### src/rtl/phase_freq_est_if.sv
// Phase-sample / frequency-result bus of the phase_freq_est frequency estimator.
// The master drives the phase samples, the clear request and freq_ready.
// The slave (the estimator) returns the averaged tuning word, overrun and locked.
interface phase_freq_est_if #(
  parameter int ACC_SIZE = 28
);
  logic                clear;
  logic [ACC_SIZE-1:0] phase_in;
  logic                phase_valid;
  logic [ACC_SIZE-1:0] freq_word;
  logic                freq_valid;
  logic                freq_ready;
  logic                overrun;
  logic                locked;

  modport master (
    output clear, phase_in, phase_valid, freq_ready,
    input  freq_word, freq_valid, overrun, locked
  );

  modport slave (
    input  clear, phase_in, phase_valid, freq_ready,
    output freq_word, freq_valid, overrun, locked
  );
endinterface

### src/rtl/phase_freq_est.sv
// phase_freq_est: recovers a DDS tuning word from a stream of phase samples.
// Consecutive samples are differenced modulo 2^ACC_SIZE, and 2^AVG_LOG2 deltas
// are summed. Each full window yields floor(sum / 2^AVG_LOG2) on a valid/ready
// output with a sticky overrun flag.
// Optional macro LOCK_DETECT_EN adds a delta-stability detector driving 'locked'.
// Without that macro, 'locked' is tied low.
module phase_freq_est #(
  parameter int ACC_SIZE   = 28,
  parameter int AVG_LOG2   = 4,
  parameter int LOCK_TOL   = 0,
  parameter int LOCK_COUNT = 8
) (
  input  logic               clk,
  input  logic               rst_n,
  phase_freq_est_if.slave    bus
);

  localparam int SUM_W = ACC_SIZE + AVG_LOG2;
  localparam int CNT_W = (AVG_LOG2 > 0) ? AVG_LOG2 : 1;
  localparam logic [CNT_W-1:0] CNT_LAST = CNT_W'((1 << AVG_LOG2) - 1);

  localparam logic [0:0] S_EMPTY = 1'b0;
  localparam logic [0:0] S_RUN   = 1'b1;

  logic [0:0]          r_state;
  logic [ACC_SIZE-1:0] r_prev_phase;
  logic [SUM_W-1:0]    r_sum;
  logic [CNT_W-1:0]    r_cnt;
  logic [ACC_SIZE-1:0] r_freq_word;
  logic                r_freq_valid;
  logic                r_overrun;

  logic [ACC_SIZE-1:0] w_delta;
  logic [SUM_W-1:0]    w_sum_next;
  logic [SUM_W-1:0]    w_sum_shifted;
  logic [ACC_SIZE-1:0] w_result;
  logic                w_accept;
  logic                w_last;

  // Unsigned subtraction truncated to ACC_SIZE makes phase wrap-around transparent
  assign w_delta       = bus.phase_in - r_prev_phase;
  assign w_sum_next    = r_sum + SUM_W'(w_delta);
  assign w_sum_shifted = w_sum_next >> AVG_LOG2;
  assign w_result      = w_sum_shifted[ACC_SIZE-1:0];
  assign w_accept      = bus.phase_valid && (r_state == S_RUN);
  assign w_last        = w_accept && (r_cnt == CNT_LAST);

  assign bus.freq_word  = r_freq_word;
  assign bus.freq_valid = r_freq_valid;
  assign bus.overrun    = r_overrun;

  // Priming, window accumulation and result handshake; clear wins over any sample
  always_ff @(posedge clk or negedge rst_n) begin
    if (!rst_n) begin
      r_state      <= S_EMPTY;
      r_prev_phase <= '0;
      r_sum        <= '0;
      r_cnt        <= '0;
      r_freq_word  <= '0;
      r_freq_valid <= 1'b0;
      r_overrun    <= 1'b0;
    end else if (bus.clear) begin
      r_state      <= S_EMPTY;
      r_sum        <= '0;
      r_cnt        <= '0;
      r_freq_word  <= '0;
      r_freq_valid <= 1'b0;
      r_overrun    <= 1'b0;
    end else begin
      if (bus.phase_valid) begin
        r_prev_phase <= bus.phase_in;
        r_state      <= S_RUN;
      end
      if (w_accept) begin
        if (w_last) begin
          r_sum <= '0;
          r_cnt <= '0;
        end else begin
          r_sum <= w_sum_next;
          r_cnt <= r_cnt + CNT_W'(1);
        end
      end
      if (w_last) begin
        r_freq_word  <= w_result;
        r_freq_valid <= 1'b1;
        if (r_freq_valid && !bus.freq_ready) begin
          r_overrun <= 1'b1;
        end
      end else if (r_freq_valid && bus.freq_ready) begin
        r_freq_valid <= 1'b0;
      end
    end
  end

`ifdef LOCK_DETECT_EN
  localparam int STABLE_W = (LOCK_COUNT > 0) ? $clog2(LOCK_COUNT + 1) : 1;
  localparam logic [STABLE_W-1:0] STABLE_MAX = STABLE_W'(LOCK_COUNT);

  logic [ACC_SIZE-1:0] r_prev_delta;
  logic                r_delta_seeded;
  logic [STABLE_W-1:0] r_stable_cnt;
  logic [ACC_SIZE-1:0] w_diff;
  logic [ACC_SIZE-1:0] w_abs_diff;

  // Two's-complement magnitude stays exact as an unsigned value, even for the most negative diff
  assign w_diff     = w_delta - r_prev_delta;
  assign w_abs_diff = w_diff[ACC_SIZE-1] ? (~w_diff + ACC_SIZE'(1)) : w_diff;
  assign bus.locked = (r_stable_cnt == STABLE_MAX);

  // The first delta after priming only seeds the reference; later deltas grow or reset the run
  always_ff @(posedge clk or negedge rst_n) begin
    if (!rst_n) begin
      r_prev_delta   <= '0;
      r_delta_seeded <= 1'b0;
      r_stable_cnt   <= '0;
    end else if (bus.clear || (bus.phase_valid && (r_state == S_EMPTY))) begin
      r_prev_delta   <= '0;
      r_delta_seeded <= 1'b0;
      r_stable_cnt   <= '0;
    end else if (w_accept) begin
      r_prev_delta   <= w_delta;
      r_delta_seeded <= 1'b1;
      if (r_delta_seeded) begin
        if (w_abs_diff <= ACC_SIZE'(LOCK_TOL)) begin
          if (r_stable_cnt != STABLE_MAX) begin
            r_stable_cnt <= r_stable_cnt + STABLE_W'(1);
          end
        end else begin
          r_stable_cnt <= '0;
        end
      end
    end
  end
`else
  logic w_unused_lock_cfg;

  assign w_unused_lock_cfg = (LOCK_TOL == 0) ^ (LOCK_COUNT == 0);
  assign bus.locked        = 1'b0;
`endif

endmodule

### src/flat_wrapper.sv
// flat-port wrapper written by rule: the top's interface ports become plain ports
module phase_freq_est_flat 
#(
  parameter int ACC_SIZE   = 28,
  parameter int AVG_LOG2   = 4,
  parameter int LOCK_TOL   = 0,
  parameter int LOCK_COUNT = 8
)
  (clk, rst_n, bus_clear, bus_phase_in, bus_phase_valid, bus_freq_ready, bus_freq_word, bus_freq_valid, bus_overrun, bus_locked);
  phase_freq_est_if #(.ACC_SIZE(ACC_SIZE)) bus_i ();
  input  logic clk;
  input  logic rst_n;
  input wire logic [$bits(bus_i.clear)-1:0] bus_clear;
  input wire logic [$bits(bus_i.phase_in)-1:0] bus_phase_in;
  input wire logic [$bits(bus_i.phase_valid)-1:0] bus_phase_valid;
  input wire logic [$bits(bus_i.freq_ready)-1:0] bus_freq_ready;
  output wire logic [$bits(bus_i.freq_word)-1:0] bus_freq_word;
  output wire logic [$bits(bus_i.freq_valid)-1:0] bus_freq_valid;
  output wire logic [$bits(bus_i.overrun)-1:0] bus_overrun;
  output wire logic [$bits(bus_i.locked)-1:0] bus_locked;
  assign bus_i.clear = bus_clear;
  assign bus_i.phase_in = bus_phase_in;
  assign bus_i.phase_valid = bus_phase_valid;
  assign bus_i.freq_ready = bus_freq_ready;
  assign bus_freq_word = bus_i.freq_word;
  assign bus_freq_valid = bus_i.freq_valid;
  assign bus_overrun = bus_i.overrun;
  assign bus_locked = bus_i.locked;
  phase_freq_est #(.ACC_SIZE(ACC_SIZE), .AVG_LOG2(AVG_LOG2), .LOCK_TOL(LOCK_TOL), .LOCK_COUNT(LOCK_COUNT)) u_core (.clk(clk), .rst_n(rst_n), .bus(bus_i));
endmodule
### config.mk
export PLATFORM = sky130hd
export DESIGN_NAME = phase_freq_est_flat
export DESIGN_NICKNAME = d
export VERILOG_FILES = /design/src/rtl/phase_freq_est_if.sv /design/src/rtl/phase_freq_est.sv /design/src/flat_wrapper.sv
export SDC_FILE = /design/constraint.sdc
export NUM_CORES = 1
export LEC_CHECK = 0
export ABC_CLOCK_PERIOD_IN_PS = 12250
export CAP_MARGIN = 10
export CORE_UTILIZATION = 63
export CTS_CLUSTER_SIZE = 8
export DETAILED_ROUTE_END_ITERATION = 8
export PLACE_DENSITY = 0.87
export SYNTH_ARGS = -nofsm -noshare
export SYNTH_HDL_FRONTEND = slang
export SYNTH_SLANG_ARGS = --single-unit
### constraint.sdc
create_clock -name clk -period 12.25 [get_ports clk]
set_input_delay 2.45 -clock clk [delete_from_list [all_inputs] [get_ports clk]]
set_output_delay 2.45 -clock clk [all_outputs]
set_load 0.02 [all_outputs]
==> results of run 1 <==
[worst min path at each step]
| stage | to | slack, ns | start | cells past startpoint |
|---|---|---|---|---|
| 4_1_cts | u_core.r_sum[2]$_DFFE_PN0P_ | 0.51 | u_core.r_sum[2]$_DFFE_PN0P_ | 2 |
| 5_1_grt | u_core.r_sum[12]$_DFFE_PN0P_ | 0.52 | u_core.r_sum[12]$_DFFE_PN0P_ | 1 |
| 3_3_place_gp | u_core.r_sum[2]$_DFFE_PN0P_ | 0.47 | u_core.r_sum[2]$_DFFE_PN0P_ | 2 |
| 2_1_floorplan | u_core.r_sum[2]$_DFFE_PN0P_ | 0.45 | u_core.r_sum[2]$_DFFE_PN0P_ | 2 |
| 6_report | u_core.r_sum[2]$_DFFE_PN0P_ | 0.50 | u_core.r_sum[2]$_DFFE_PN0P_ | 2 |
| 3_5_place_dp | u_core.r_sum[2]$_DFFE_PN0P_ | 0.48 | u_core.r_sum[2]$_DFFE_PN0P_ | 2 |
[critical path, stage by stage]
cell	delay [ns]
clkdlybuf4s50_1	0.41
inv_1	0.06
ha_1	0.16
inv_1	0.06
fa_1	0.40
a21o_1	0.17
a21oi_1	0.23
o21bai_1	0.12
a21oi_2	0.21
a21o_1	0.21
nor3_1	0.10
or3_4	0.40
a221oi_2	0.28
xnor2_1	0.14
ha_1	0.48
nand4_1	0.19
inv_1	0.08
nand2_1	0.07
or3_1	0.35
o22a_1	0.25
xnor2_1	0.14
a211oi_1	0.25
[cells by family after synthesis]
group                      count (synthesis)  share of synthesized area (%)
AOI/OAI and AO/OA                        255                          24.68
and+or+nand+nor                          251                          16.75
adders and majority gates                 60                          11.29
DFF                                       95                          35.04
muxes                                      2                         0.3320
buffers and inverters                     90                          5.146
other                                      1                        0.05528
xor gates and xnor gates                  52                          6.713
[power breakdown]
group | switching [µW] | internal [µW]
Combinational | 341 | 210
Sequential | 13.5 | 339
Clock | 115 | 137
[cell usage after synthesis, drive strengths merged, types with 4 or more instances]
| cell type | count |
|---|---|
| nand3 | 22 |
| a21oi | 81 |
| nor3 | 13 |
| or2 | 4 |
| o21bai | 7 |
| buf | 7 |
| a211oi | 7 |
| dfrtp | 95 |
| ha | 58 |
| o21ai | 61 |
| a31oi | 7 |
| nor2b | 8 |
| a22o | 20 |
| and3 | 6 |
| a21o | 27 |
| nand2 | 119 |
| clkbuf | 33 |
| o21a | 8 |
| nand4 | 11 |
| nor2 | 48 |
| xnor2 | 35 |
| nand2b | 5 |
| and4 | 4 |
| xor2 | 17 |
| inv | 50 |
[area by class of cell]
cell class	count	share of cell area (%)
tap	136	2.207
inverter	50	2.435
clock inverter	6	1.510
sequential	95	30.84
timing repair buffer	66	8.408
multi-input combinational	621	52.95
clock buffer	10	1.656
[layer usage]
layer / up-vias / track usage (%)
met5: - / 0
met3: 32 / 5.133
met4: 0 / 12.30
met1: 2819 / 42.66
li1: 2913 / -
met2: 199 / 48.51
[placed cells by master (no fill, tap or decap), drive strengths merged, types with 3 or more instances in the layout]
master         count
a211oi             7
a21boi             3
a21o              27
a21oi             81
a221oi             3
a22o              20
a311o              3
a31oi              7
a41oi              3
and3               6
and4               4
buf                5
bufinv             3
clkbuf            10
clkdlybuf4s50     61
dfrtp             95
ha                58
inv               51
nand2            119
nand2b             5
nand3             22
nand4             11
nor2              48
nor2b              8
nor3              13
o2111ai            3
o21a               8
o21ai             61
o21bai             7
or2                4
or3                3
xnor2             35
xor2              17
[registers in the layout (all words and copies together) (netlist names)]
name / flops
u_core.r_prev_phase: 28
u_core.bus.overrun: 1
u_core.r_state: 1
u_core.r_cnt: 4
u_core.r_sum: 32
u_core.bus.freq_word: 28
u_core.bus.freq_valid: 1
[per-stage QoR]
stage	hold slack, ns	worst slack, ns
3_3_place_gp	0.4707	5.128
6_report	0.5041	5.307
5_1_grt	0.5228	4.990
3_5_place_dp	0.4777	4.954
4_1_cts	0.5084	5.332
2_1_floorplan	0.4498	5.821
==> metrics.md, run 1 <==
| Metric | Value |
|---|---|
| Outcome | complete, no violations |
| Post-CTS setup buffers | 0 |
| GRT Util Overall | 30.90% |
| Cells after Synth | between 800 and 900 |
| Remaining DRCs | 0 |
| Initial DRC count | 449 |
| Starting Density | about two thirds |
| Main synth FF type | dfrtp_1 |
| Filler cells | around 800 |
| Total power | about 1200 µW |
| Post-Route WL | about 16000 µm |
| Synth warn | 0 |
| Max Cap Violations | 0 |
| Die H | roughly 110 µm |
| Total area of sequential cells | about 0.0024 mm² |
| Fin cells | ~980 |
| Critical path class | in2reg |
| First-pass GRT wire length | between 20000 and 30000 µm |
| Maximum VDD drop | just over 0.08 mV |
| Met1 Wirelength | between 7000 and 8000 µm |
| Fraction of layout cells with a size suffix above 1 | under 10% |
| Post-cts sizing count | 0 |
| Unrepaired setup endpoints after global routing | false |
| Highest routed layer | met4 |
| Post-DR vias/cell | 6.060 |
| Final hold vios | 0 |
| Critical path endpoint | u_core.bus.freq_word[27]$_DFFE_PN0P_ |
| FF+latch count, synth | 95 |
| H-tree Lvls | 3 |
| Clk root buf | clkbuf_8 |
| Vias | approximately 6000 |
| Core Box Area | a little over 0.01 mm² |
| Final Instance Area | just under 0.008 mm² |
| Placed Cells | ~970 |
| Crit. End Element | flip-flop |
| FF-to-FF Start | u_core.r_prev_phase[0]$_DFFE_PN0P_ |
| Die W | approximately 110 µm |
| Pwr/cell area | about 150 mW/mm² |
| Die ar. | 0.01119 mm² |
| Clock latency on the worst-skew pair | about 0.38 ns |
| Metal3 WL | ~1000 µm |
| Met2 Routed Length | 7273 µm |
| Cell type with the largest total area after synthesis | dfrtp_1 |
| Post-synth ARST share | between 90% and 100% |
| Cell area after placement | roughly 0.0075 mm² |
| Net Count, Synth | around 900 |
| Tcrit/Tclk final | a little under three fifths |
| Final clock skew | 0.01818 ns |
| Depth of the worst register-to-register path | 20 |
| Num rows | 37 |
| CTS buffer count | 9 |
| CP Launch Type | input pin |
| Max Root-Sink Buffers | 2 |
| CP Launch Point | bus_phase_in[0] |
| Worst slew pin tran | 1.101 ns |
| Layout area overhead | 13.63% |
| Crit Path Max Fanout | 10 |
| Avg Cell Area, Syn | roughly 8.4 µm² |
| Number of distinct library cells after synthesis | 65 |
| # diodes | 0 |
| Drt first pass iters | 5 |
| R2R Path End | u_core.bus.freq_word[27]$_DFFE_PN0P_ |
| Post-synthesis sequential area ratio | a little over a third |
| Post-DP HPWL | ~12000 µm |
| Critical Path AT | 7.22 ns |
| Clk slew on worst S/H paths | 0.10 ns |
| Cell area after synthesis | between 0.006 and 0.007 mm² |
| # hold bufs at CTS | 0 |
| Slew Viols, Final | 0 |
| CP required | roughly 13 ns |
| Core Util, Final | between 70% and 80% |
| Antenna Violating Nets Remaining | 0 |
| Static Leak | 0.003524 µW |
| Pin count of the biggest net entering global routing | 55 |
| Peak Freq | around 140 MHz |
| Tmin final | 6.943 ns |
| EDFF count, synth | 0 |
| Global route overflow | 0 |
| Antenna violations before repair | 0 |
| Final Net Count | 936 |
| Gpl congestion | 0.9138 |
| Area of the multi-input gates | 0.004081 mm² |
| Vias in the first global route | 5883 |
| FF-to-FF setup slack | 7.48 ns |
| Clock sink count | 95 |
| Synth top area cells | dfrtp_1, ha_1, nand2_1 |
| Setup-failing EPs final | 0 |
| Slew HR | around a quarter |
| CTS tree | yes |
| I/O pin cnt | 64 |
| IO Port Bufs | 62 |
| Top cell type's share of synthesized area | about a third |
| Routed wire per std cell | roughly 17 µm |
| Setup TNS | 0 ns |
| Type of the most critical hold path | reg2reg |
Power figures use the tool's default switching activity.
==> run 2, diff against run 1 <==
--- a/config.mk
+++ b/config.mk
@@ -5,12 +5,12 @@
 export SDC_FILE = /design/constraint.sdc
 export NUM_CORES = 1
 export LEC_CHECK = 0
-export ABC_CLOCK_PERIOD_IN_PS = 12250
+export ABC_CLOCK_PERIOD_IN_PS = 5900
 export CAP_MARGIN = 10
-export CORE_UTILIZATION = 63
+export CORE_UTILIZATION = 53
 export CTS_CLUSTER_SIZE = 8
 export DETAILED_ROUTE_END_ITERATION = 8
-export PLACE_DENSITY = 0.87
+export PLACE_DENSITY = 0.78
 export SYNTH_ARGS = -nofsm -noshare
 export SYNTH_HDL_FRONTEND = slang
 export SYNTH_SLANG_ARGS = --single-unit
==> constraint.sdc (replaced) <==
create_clock -name clk -period 5.9 [get_ports clk]
set_input_delay 1.18 -clock clk [delete_from_list [all_inputs] [get_ports clk]]
set_output_delay 1.18 -clock clk [all_outputs]
set_load 0.02 [all_outputs]
==> run 2 against run 1 <==
Sequential share of layout area decreased by 0.63 points. Core utilization is 10 points lower. Cell area increased by 2.1%. Clock skew shrank 0.010 ns. Register-to-register slack worse by 6.2 ns. Critical path depth shrank 3. Global-route usage shrank 4.9 points. Count of clock-buffer cells in the layout grew 1. Critical endpoint is now u_core.bus.freq_word[21]$_DFFE_PN0P_. Clock power increased by 130%. Combinational power grew 110%. Power rose by 120%. Largest power group unchanged.
==> metrics.md, run 2 (same netlist as run 1, synthesis figures left out) <==
| Metric | Value |
|---|---|
| Outcome | complete, no violations |
| CP Launch Type | input pin |
| Core Box Area | 0.01226 mm² |
| CP delay by family, top | compound AO/OA/AOI/OAI gates |
| Drt first pass iters | 5 |
| Reg with most FFs | u_core.r_sum |
| CP Buf/Inv Count | 1 |
| Critical path class | in2reg |
| Layout area overhead | 15.99% |
| I/O pin cnt | 64 |
| Max stage delay on crit path | around 0.48 ns |
| Vias in the first global route | about 5600 |
| Core Util, Final | between 60 and 70% |
| Critical Path AT | between 5 and 6 ns |
| Post-DP HPWL | approximately 12000 µm |
| Maximum VDD drop | about 0.15 mV |
| Max Root-Sink Buffers | 2 |
| Unrepaired setup endpoints after global routing | false |
| Die H | approximately 120 µm |
| Global route overflow | 0 |
| Pwr/cell area | 316.7 mW/mm² |
| Final Net Count | 945 |
| Worst Hold Path Cells | 2 |
| Depth of the worst register-to-register path | 19 |
| CP required | just over 6 ns |
| Max reg flops | 32 |
| IO Port Bufs | 62 |
| CTS buffer count | 9 |
| Vias | 5928 |
| Setup-failing EPs final | 0 |
| Clk root buf | clkbuf_16 |
| Antenna Violating Nets Remaining | 0 |
| Fraction of layout cells with a size suffix above 1 | slightly below 6% |
| Total stage count of the critical path | 19 |
| Die ar. | 0.01326 mm² |
| Final hold vios | 0 |
| Worst slew pin tran | approximately 1.1 ns |
| Most frequent cells in the layout | nand2_1, dfrtp_1, a21oi_1 |
| Clk slew on worst S/H paths | around 0.070 ns |
| Fin cells | between 1000 and 1500 |
| Placed Cells | a little over 1000 |
| Peak Freq | approximately 180 MHz |
| H-tree Lvls | 3 |
| Post-DR vias/cell | ~5.8 |
| Gpl congestion | approximately 0.97 |
| Max Cap Violations | 0 |
| Most common cell after layout, fill and taps aside | nand2_1 |
| CTS tree | yes |
| Antenna violations before repair | 0 |
| Worst path slowest cell | clkdlybuf4s50_1 |
| Num rows | 40 |
| Remaining DRCs | 0 |
| GRT Util Overall | between 20% and 30% |
| # diodes | 0 |
| Setup TNS | 0 ns |
| Tcrit/Tclk final | 93.73% |
| Clock latency on the worst-skew pair | approximately 0.35 ns |
| Post-Route WL | about 16000 µm |
| Slew Viols, Final | 0 |
| Slew HR | roughly 30% |
| Routed wire per std cell | approximately 16 µm |
| First-pass GRT wire length | 27280 µm |
| Starting Density | 55.33% |
| CP Cell Sequence | clkdlybuf4s50_1 -> ha_1 -> nor2b_1 -> o2111ai_1 -> a21boi_1 -> o311ai_1 -> a31oi_1 -> a21oi_1 -> o21ai_0 -> xor2_1 -> ha_1 -> nand2_1 -> o21ai_1 -> a2111oi_1 -> o221ai_1 -> nand3_1 -> a31oi_1 -> nor4b_1 -> a311o_1 |
| Initial DRC count | ~490 |
| Die W | 115.1 µm |
| Crit Path Max Fanout | 4 |
| Static Leak | 0.003592 µW |
| Clock sink count | 95 |
| Tmin final | roughly 5.5 ns |
| Crit. End Element | flip-flop |
| Filler cells | 1082 |
| Type of the most critical hold path | reg2reg |
| Pin count of the biggest net entering global routing | 73 |
| Final clock skew | 0.008122 ns |
## run 2: cell count changes in the layout (fill, tap and decap cells not counted), sizes merged
cell / previous run / this run
clkinv: 2 / 3
bufinv: 3 / 1
buf: 5 / 14
clkbuf: 10 / 11
## run 2: report_power, final
part | internal (µW) | switching (µW)
sequential | 704 | 28.3
combinational | 466 | 710
clock | 330 | 253
## run 2: worst min-delay path, delay by kind of cell, from the launching register on
kind	cells	cell delay, ns
AO/OA/AOI/OAI	1	0.05
flip-flops	1	0.36
AND/OR/NAND/NOR	1	0.05
## run 2: timing repair
| item | in CTS | in global routing |
|---|---|---|
| setup endpoints to repair | 0 | 2 |
| setup buffers | 0 | 0 |
| hold buffers | 0 | 0 |
| resized for setup | 0 | 1 |
## run 2: metal layers
| layer | global-route usage (%) | vias to the layer above | routed length (µm) |
|---|---|---|---|
| li1 | - | 2942 | - |
| met1 | 36.83 | 2777 | 7858 |
| met2 | 40.44 | 190 | 7116 |
| met3 | 4.112 | 19 | 876 |
| met4 | 9.351 | 0 | 326 |
| met5 | 0 | - | 0 |
## run 2: final timing paths
check                      slack, ns                                    to                                from
min in group asynchronous       0.71    u_core.r_prev_phase[9]$_DFFE_PN0P_                               rst_n
max in group asynchronous       3.96          u_core.r_sum[20]$_DFFE_PN0P_                               rst_n
max reg2reg                     1.28  u_core.bus.freq_word[21]$_DFFE_PN0P_  u_core.r_prev_phase[1]$_DFFE_PN0P_
min reg2reg                     0.49           u_core.r_sum[2]$_DFFE_PN0P_         u_core.r_sum[2]$_DFFE_PN0P_
max                             0.37  u_core.bus.freq_word[21]$_DFFE_PN0P_                     bus_phase_in[1]
min                             0.49           u_core.r_sum[2]$_DFFE_PN0P_         u_core.r_sum[2]$_DFFE_PN0P_
## run 2: final cells by class
type / count / area, µm² / area share (%)
Inverter: 50 / 187.7 / 2.385
Sequential cell: 95 / 2377 / 30.21
Multi-Input combinational cell: 621 / 4088 / 51.95
Clock inverter: 5 / 57.56 / 0.7314
Timing Repair Buffer: 75 / 715.7 / 9.095
Clock buffer: 11 / 232.7 / 2.958
Tap cell: 168 / 210.2 / 2.671
## run 2: stage by stage
step	hold WS [ns]	setup slack, ns	total power, µW	cell area (µm²)
2_1_floorplan	0.4498	0.7412	1588	6784
3_3_place_gp	0.4724	0.1236	1867	7577
3_5_place_dp	0.4718	0.02634	1897	7577
4_1_cts	0.4937	0.3439	2484	7868
5_1_grt	0.5242	0.001783	2666	7869
6_report	0.4915	0.3698	2492	7869
